**src/rtl/collision_detector_pkg.sv**
```systemverilog
// Shared types and constants for the collision detector: obstacle payload, hitbox geometry,
// scan and jump state encodings.
package collision_detector_pkg;

  localparam int unsigned NUM_OBSTACLES = 10;
  localparam int unsigned POS_W         = 11;
  localparam int unsigned CMP_W         = 12;
  localparam int unsigned IDX_W         = 4;
  localparam int unsigned JUMP_W        = 6;
  localparam int unsigned LIVES_W       = 2;
  localparam int unsigned LANE_W        = 2;

  localparam logic [POS_W-1:0]   PLAYER_X       = 11'd100;
  localparam logic [POS_W-1:0]   PLAYER_WIDTH   = 11'd32;
  localparam logic [POS_W-1:0]   OBSTACLE_WIDTH = 11'd24;
  localparam logic [JUMP_W-1:0]  JUMP_FRAMES    = 6'd24;
  localparam logic [LIVES_W-1:0] NUM_LIVES      = 2'd3;
  localparam logic [JUMP_W-1:0]  GRACE_FRAMES   = 6'd60;
  localparam logic [1:0]         SPRITE_TALL    = 2'd3;

  // Obstacle occupies [position - OBSTACLE_WIDTH, position) on its lane.
  typedef struct packed {
    logic              active;
    logic [LANE_W-1:0] lane;
    logic [POS_W-1:0]  position;
    logic [1:0]        sprite_type;
  } obstacle_t;

  typedef enum logic [1:0] {
    SCAN_IDLE,
    SCAN_SNAP,
    SCAN_RUN,
    SCAN_REPORT
  } scan_state_t;

  typedef enum logic {
    JUMP_GROUND,
    JUMP_AIR
  } jump_state_t;

endpackage

```
**src/rtl/collision_detector_hitbox_check.sv**
```systemverilog
// Combinational overlap test of one obstacle against the player hitbox for the snapshotted
// lane and airborne state; tall sprites cannot be jumped over.
module collision_detector_hitbox_check
  import collision_detector_pkg::*;
(
  input  obstacle_t         obstacle,
  input  logic [LANE_W-1:0] snap_lane,
  input  logic              snap_airborne,
  output logic              hit_c
);

  logic [CMP_W-1:0] pos_w;
  logic [CMP_W-1:0] lo_w;
  logic [CMP_W-1:0] hi_w;

  // Widened by one bit so the right edge of the window cannot wrap.
  assign pos_w = CMP_W'(obstacle.position);
  assign lo_w  = CMP_W'(PLAYER_X);
  assign hi_w  = CMP_W'(PLAYER_X) + CMP_W'(PLAYER_WIDTH) + CMP_W'(OBSTACLE_WIDTH);

  assign hit_c = obstacle.active
              && (obstacle.lane == snap_lane)
              && (pos_w > lo_w)
              && (pos_w < hi_w)
              && !(snap_airborne && (obstacle.sprite_type != SPRITE_TALL));

endmodule

```
**src/rtl/collision_detector.sv**
```systemverilog
// Per-frame sequential scan of the obstacle array against the player hitbox, plus the
// player jump window. Build option: define LIVES_ON_EN for multiple lives with a grace window.
module collision_detector
  import collision_detector_pkg::*;
(
  input  logic                              clk_in,
  input  logic                              rst_in,
  input  logic                              game_reset,
  input  logic                              frame_trigger,
  input  obstacle_t [NUM_OBSTACLES-1:0]     obstacles_in,
  input  logic [LANE_W-1:0]                 player_lane,
  input  logic                              player_jump,
  output logic                              player_airborne,
  output logic                              collision_out,
  output logic                              game_over,
  output logic [LIVES_W-1:0]                lives_out
);

`ifdef LIVES_ON_EN
  localparam logic [LIVES_W-1:0] LIVES_RESET = NUM_LIVES;
`else
  localparam logic [LIVES_W-1:0] LIVES_RESET = 2'd1;
`endif
  localparam logic [IDX_W-1:0] LAST_IDX = IDX_W'(NUM_OBSTACLES - 1);

  scan_state_t        scan_q, scan_d;
  logic [IDX_W-1:0]   idx_q, idx_d;
  logic [LANE_W-1:0]  snap_lane_q, snap_lane_d;
  logic               snap_air_q, snap_air_d;
  logic               hit_acc_q, hit_acc_d;
  jump_state_t        jump_q, jump_d;
  logic [JUMP_W-1:0]  jump_cnt_q, jump_cnt_d;
  logic               collision_d;
  logic               game_over_d;
  logic [LIVES_W-1:0] lives_d;
  logic               hit_c;
  logic               frame_hit;
`ifdef LIVES_ON_EN
  logic [JUMP_W-1:0]  grace_q, grace_d;
`endif

  collision_detector_hitbox_check u_hitbox_check (
    .obstacle      (obstacles_in[idx_q]),
    .snap_lane     (snap_lane_q),
    .snap_airborne (snap_air_q),
    .hit_c         (hit_c)
  );

  assign player_airborne = (jump_q == JUMP_AIR);
  assign frame_hit       = hit_acc_q | hit_c;

  // Next-state logic for the scan and jump machines and all registered outputs.
  always_comb begin
    scan_d      = scan_q;
    idx_d       = idx_q;
    snap_lane_d = snap_lane_q;
    snap_air_d  = snap_air_q;
    hit_acc_d   = hit_acc_q;
    jump_d      = jump_q;
    jump_cnt_d  = jump_cnt_q;
    collision_d = 1'b0;
    game_over_d = game_over;
    lives_d     = lives_out;
`ifdef LIVES_ON_EN
    grace_d     = grace_q;
`endif

    if (game_reset) begin
      scan_d      = SCAN_IDLE;
      idx_d       = '0;
      snap_lane_d = '0;
      snap_air_d  = 1'b0;
      hit_acc_d   = 1'b0;
      jump_d      = JUMP_GROUND;
      jump_cnt_d  = '0;
      game_over_d = 1'b0;
      lives_d     = LIVES_RESET;
`ifdef LIVES_ON_EN
      grace_d     = '0;
`endif
    end else begin
      // Jump window advances once per frame; the landing frame ignores a held jump.
      if (frame_trigger && !game_over) begin
        if (jump_q == JUMP_GROUND) begin
          if (player_jump) begin
            jump_d     = JUMP_AIR;
            jump_cnt_d = JUMP_FRAMES - 6'd1;
          end
        end else if (jump_cnt_q != '0) begin
          jump_cnt_d = jump_cnt_q - 6'd1;
        end else begin
          jump_d = JUMP_GROUND;
        end
`ifdef LIVES_ON_EN
        if (grace_q != '0) grace_d = grace_q - 6'd1;
`endif
      end

      case (scan_q)
        SCAN_IDLE: begin
          if (frame_trigger && !game_over) scan_d = SCAN_SNAP;
        end
        SCAN_SNAP: begin
          snap_lane_d = player_lane;
          snap_air_d  = (jump_q == JUMP_AIR);
          hit_acc_d   = 1'b0;
          idx_d       = '0;
          scan_d      = SCAN_RUN;
        end
        SCAN_RUN: begin
          hit_acc_d = frame_hit;
          if (idx_q == LAST_IDX) begin
            scan_d = SCAN_REPORT;
            // Resolved here so the pulse is visible during the report cycle.
            if (frame_hit) begin
`ifdef LIVES_ON_EN
              if (grace_q == '0) begin
                collision_d = 1'b1;
                lives_d     = lives_out - 2'd1;
                if (lives_out == 2'd1) game_over_d = 1'b1;
                else                   grace_d     = GRACE_FRAMES;
              end
`else
              collision_d = 1'b1;
              game_over_d = 1'b1;
              lives_d     = '0;
`endif
            end
          end else begin
            idx_d = idx_q + 4'd1;
          end
        end
        SCAN_REPORT: scan_d = SCAN_IDLE;
        default:     scan_d = SCAN_IDLE;
      endcase
    end
  end

  // State and output registers.
  always_ff @(posedge clk_in or posedge rst_in) begin
    if (rst_in) begin
      scan_q        <= SCAN_IDLE;
      idx_q         <= '0;
      snap_lane_q   <= '0;
      snap_air_q    <= 1'b0;
      hit_acc_q     <= 1'b0;
      jump_q        <= JUMP_GROUND;
      jump_cnt_q    <= '0;
      collision_out <= 1'b0;
      game_over     <= 1'b0;
      lives_out     <= LIVES_RESET;
`ifdef LIVES_ON_EN
      grace_q       <= '0;
`endif
    end else begin
      scan_q        <= scan_d;
      idx_q         <= idx_d;
      snap_lane_q   <= snap_lane_d;
      snap_air_q    <= snap_air_d;
      hit_acc_q     <= hit_acc_d;
      jump_q        <= jump_d;
      jump_cnt_q    <= jump_cnt_d;
      collision_out <= collision_d;
      game_over     <= game_over_d;
      lives_out     <= lives_d;
`ifdef LIVES_ON_EN
      grace_q       <= grace_d;
`endif
    end
  end

endmodule

```
**config.mk**
```make
export PLATFORM = sky130hd
export DESIGN_NAME = collision_detector
export DESIGN_NICKNAME = d
export VERILOG_FILES = /design/src/rtl/collision_detector_pkg.sv /design/src/rtl/collision_detector_hitbox_check.sv /design/src/rtl/collision_detector.sv
export SDC_FILE = /design/constraint.sdc
export NUM_CORES = 1
export LEC_CHECK = 0
export CORE_ASPECT_RATIO = 0.9
export CORE_UTILIZATION = 37
export DETAILED_ROUTE_END_ITERATION = 10
export PLACE_DENSITY = 0.91
export SLEW_MARGIN = 20
export SYNTH_ARGS = -nofsm -noshare
export SYNTH_HDL_FRONTEND = slang
export SYNTH_SLANG_ARGS = --single-unit
```
**constraint.sdc**
```tcl
create_clock -name clk_in -period 2.85 [get_ports clk_in]
set_input_delay 0.855 -clock clk_in [delete_from_list [all_inputs] [get_ports clk_in]]
set_output_delay 0.855 -clock clk_in [all_outputs]
set_load 0.005 [all_outputs]
```
==> impl_metrics.json <==
{
  "status": "finished clean",
  "ys.flop_type": "dfrtp_1",
  "post-route-period-util_pct": 95.57,
  "ant_nets": 0,
  "yosys-top-cells-area": "dfrtp_1 19%, mux4_2 17%, mux2i_1 15%",
  "synth_seq_area_share_pct": 19.67,
  "p_leak_nw": 1.625,
  "cts-resized-gates": 0,
  "design.core.area_um2": 6621,
  "synth-seq-cells": 20,
  "avgSynthCellArea_um2": 9.277,
  "area.sequential_um2": 505.5,
  "critPathArrivalTime_ns": 2.87,
  "vias_per_cell": 5.460,
  "synth-edff-count": 0,
  "global_route.overflow_total": 0,
  "antenna_found_initial": 0,
  "min_period_ns": 2.724,
  "globalplace.congestion": 0.8762,
  "grt_use_total_pct": 23.93,
  "maxSlewHeadroom_pct": 48.26,
  "finalMaxSlewViolations": 0,
  "ys_async_sr_fraction_pct": 100.0,
  "final_nets": 615,
  "multi_input_area_um2": 1876,
  "critPathKind": "primary input to flop",
  "ys_types": 60,
  "tritoncts": "done",
  "clockRootBuffer": "clkbuf_8",
  "fin_util_pct": 66.72,
  "powerDensity_nw_per_um2": 379.9,
  "netlist_instances": 275,
  "grt_pass1_vias": 2895,
  "synth_commonest_cells": "37 x mux2i_1, 33 x nor2_1, 19 x dfrtp_1, 19 x mux4_2, 13 x a21oi_1",
  "tns_ns": 0,
  "drt-total-wl_mm": 8.862,
  "clock_latency_ns": 0.26,
  "layout_setup_ws_ns": 0.1262,
  "postCtsSetupRepairBufs": 0,
  "die_h_um": 80.78,
  "drive_gt1_share_pct": 10.68,
  "synth_area_leader_cell": "dfrtp_1",
  "cts_buffers": 3,
  "num_vias": 2894,
  "num_antenna_cells": 0,
  "hold_violations": 0,
  "cp_max_fo": 2,
  "ctsHoldBuffers": 0,
  "syn_to_final_growth_pct": 73.17,
  "tightest_slew_ns": 0.7753,
  "grt_first_pass_wirelength_mm": 13.32,
  "wire_per_inst_um": 16.72,
  "fin_skew_ns": 0.004097,
  "dp_worst_setup_slack_ns": -0.1415,
  "synth_most_common_cell": "mux2i_1",
  "dp_hpwl_mm": 7.335,
  "drt-pass1-iter-count": 5,
  "io_buffers": 170,
  "die_area_um2": 7232,
  "synth_top_area_share_pct": 18.64,
  "whs_ns": 0.5241,
  "setup_viol": 0,
  "clk_pin_slew_ns": 0.08,
  "htreeDepth": 1,
  "synth_warnings": 0,
  "num_rows": 28,
  "ios": 172,
  "start_kind": "primary input",
  "rsz0062_at_grt": "no",
  "initial_core_util_pct": 38.53,
  "drc": 0,
  "hold_class": "flop to flop",
  "die_w_um": 89.53,
  "end_kind": "flop",
  "fill_cells": 517,
  "synth_nets": 449,
  "synth_area_um2": 2551,
  "fmaxAchievable_mhz": 367.1,
  "max-cap-violations": 0,
  "dr.first_iter.drc_count": 157,
  "peakVddDrop_v": 0.0004707,
  "grt_max_degree": 32,
  "critPathRequiredTime_ns": 3.00,
  "clock-sinks": 20,
  "cts_buffer_depth": 2
}
-- final cells by class --
| cell class | count | area share, % |
|---|---|---|
| clock buffers | 3 | 0.9346 |
| well taps | 90 | 2.549 |
| flip-flops and latches | 20 | 11.44 |
| inverters | 9 | 0.7647 |
| clock inverters | 1 | 0.6797 |
| repair buffers | 184 | 41.18 |
| multi-input cells | 223 | 42.45 |
-- critical path, stage by stage --
cell	delay [ns]
clkdlybuf4s50_1	0.40
mux4_2	0.48
mux2i_1	0.17
mux2_1	0.34
o211ai_1	0.31
nor4_1	0.10
o2111ai_1	0.12
o21ai_1	0.09
-- placed cells by master, fill, tap and decap left out, drive strengths merged, types with 4 or more instances in the layout --
cell | Yosys | layout
a221o | 6 | 6
nand3 | 4 | 4
a21oi | 13 | 13
nor3 | 11 | 11
o22ai | 5 | 5
buf | 14 | 14
inv | 9 | 9
nor2 | 33 | 33
mux4 | 19 | 19
dfrtp | 19 | 19
nor3b | 5 | 5
o21ai | 10 | 10
ha | 7 | 7
nand2b | 6 | 6
nor2b | 6 | 6
mux2i | 37 | 37
clkdlybuf4s50 | 0 | 170
a211oi | 4 | 4
nand2 | 10 | 10
-- where the power goes --
| group | switching [mW] | leakage (nW) | total (mW) | internal [mW] |
|---|---|---|---|---|
| Clock | 0.0979 | 0.0357 | 0.285 | 0.188 |
| Combinational | 0.405 | 1.32 | 1.01 | 0.602 |
| Sequential | 0.0680 | 0.267 | 0.386 | 0.318 |
| Total | 0.571 | 1.63 | 1.68 | 1.11 |
-- worst paths after layout --
| path | from | to | slack (ns) | cells past startpoint |
|---|---|---|---|---|
| max | obstacles_in[61] | hit_acc_q | 0.13 | 8 |
| min | game_over | game_over | 0.52 | 2 |
| max reg2reg | idx_q[0] | lives_out[0] | 0.25 | 8 |
| min reg2reg | game_over | game_over | 0.52 | 2 |
| max in group asynchronous | rst_in | idx_q[0] | 1.25 | 2 |
| min in group asynchronous | rst_in | jump_cnt_q[5] | 1.04 | 2 |
-- through the flow --
step / cells / total power, mW / instance area [um^2]
after floorplan: 275 / 1.046 / 2551
after global placement: 526 / 1.370 / 4347
after detailed placement: 526 / 1.398 / 4347
after CTS: 530 / 1.688 / 4418
after global routing: 530 / 1.798 / 4418
final: 530 / 1.679 / 4418
-- routing by layer --
| metal | up-vias | routed length (um) | GRT usage [%] |
|---|---|---|---|
| met4 | 0 | 253 | 6.667 |
| met3 | 20 | 668 | 4.268 |
| met5 | - | 0 | 0 |
| met1 | 1361 | 3427 | 28.02 |
| li1 | 1393 | - | - |
| met2 | 120 | 4512 | 44.50 |
-- registers in the layout, summed over array words and instances (netlist names), 2 cells and up --
name	count
jump_cnt_q	6
idx_q	4
scan_q	2
snap_lane_q	2
-- cell families after synthesis --
kind of cell	after synthesis	share of synthesized area [%]
xor+xnor	2	0.6867
mux	59	32.61
simple gates	87	17.46
compound gates	67	19.18
other cells	1	0.1470
flops	20	19.67
fa+ha+maj	7	3.433
buf+inv	32	6.817
Power figures use the tool's default switching activity.
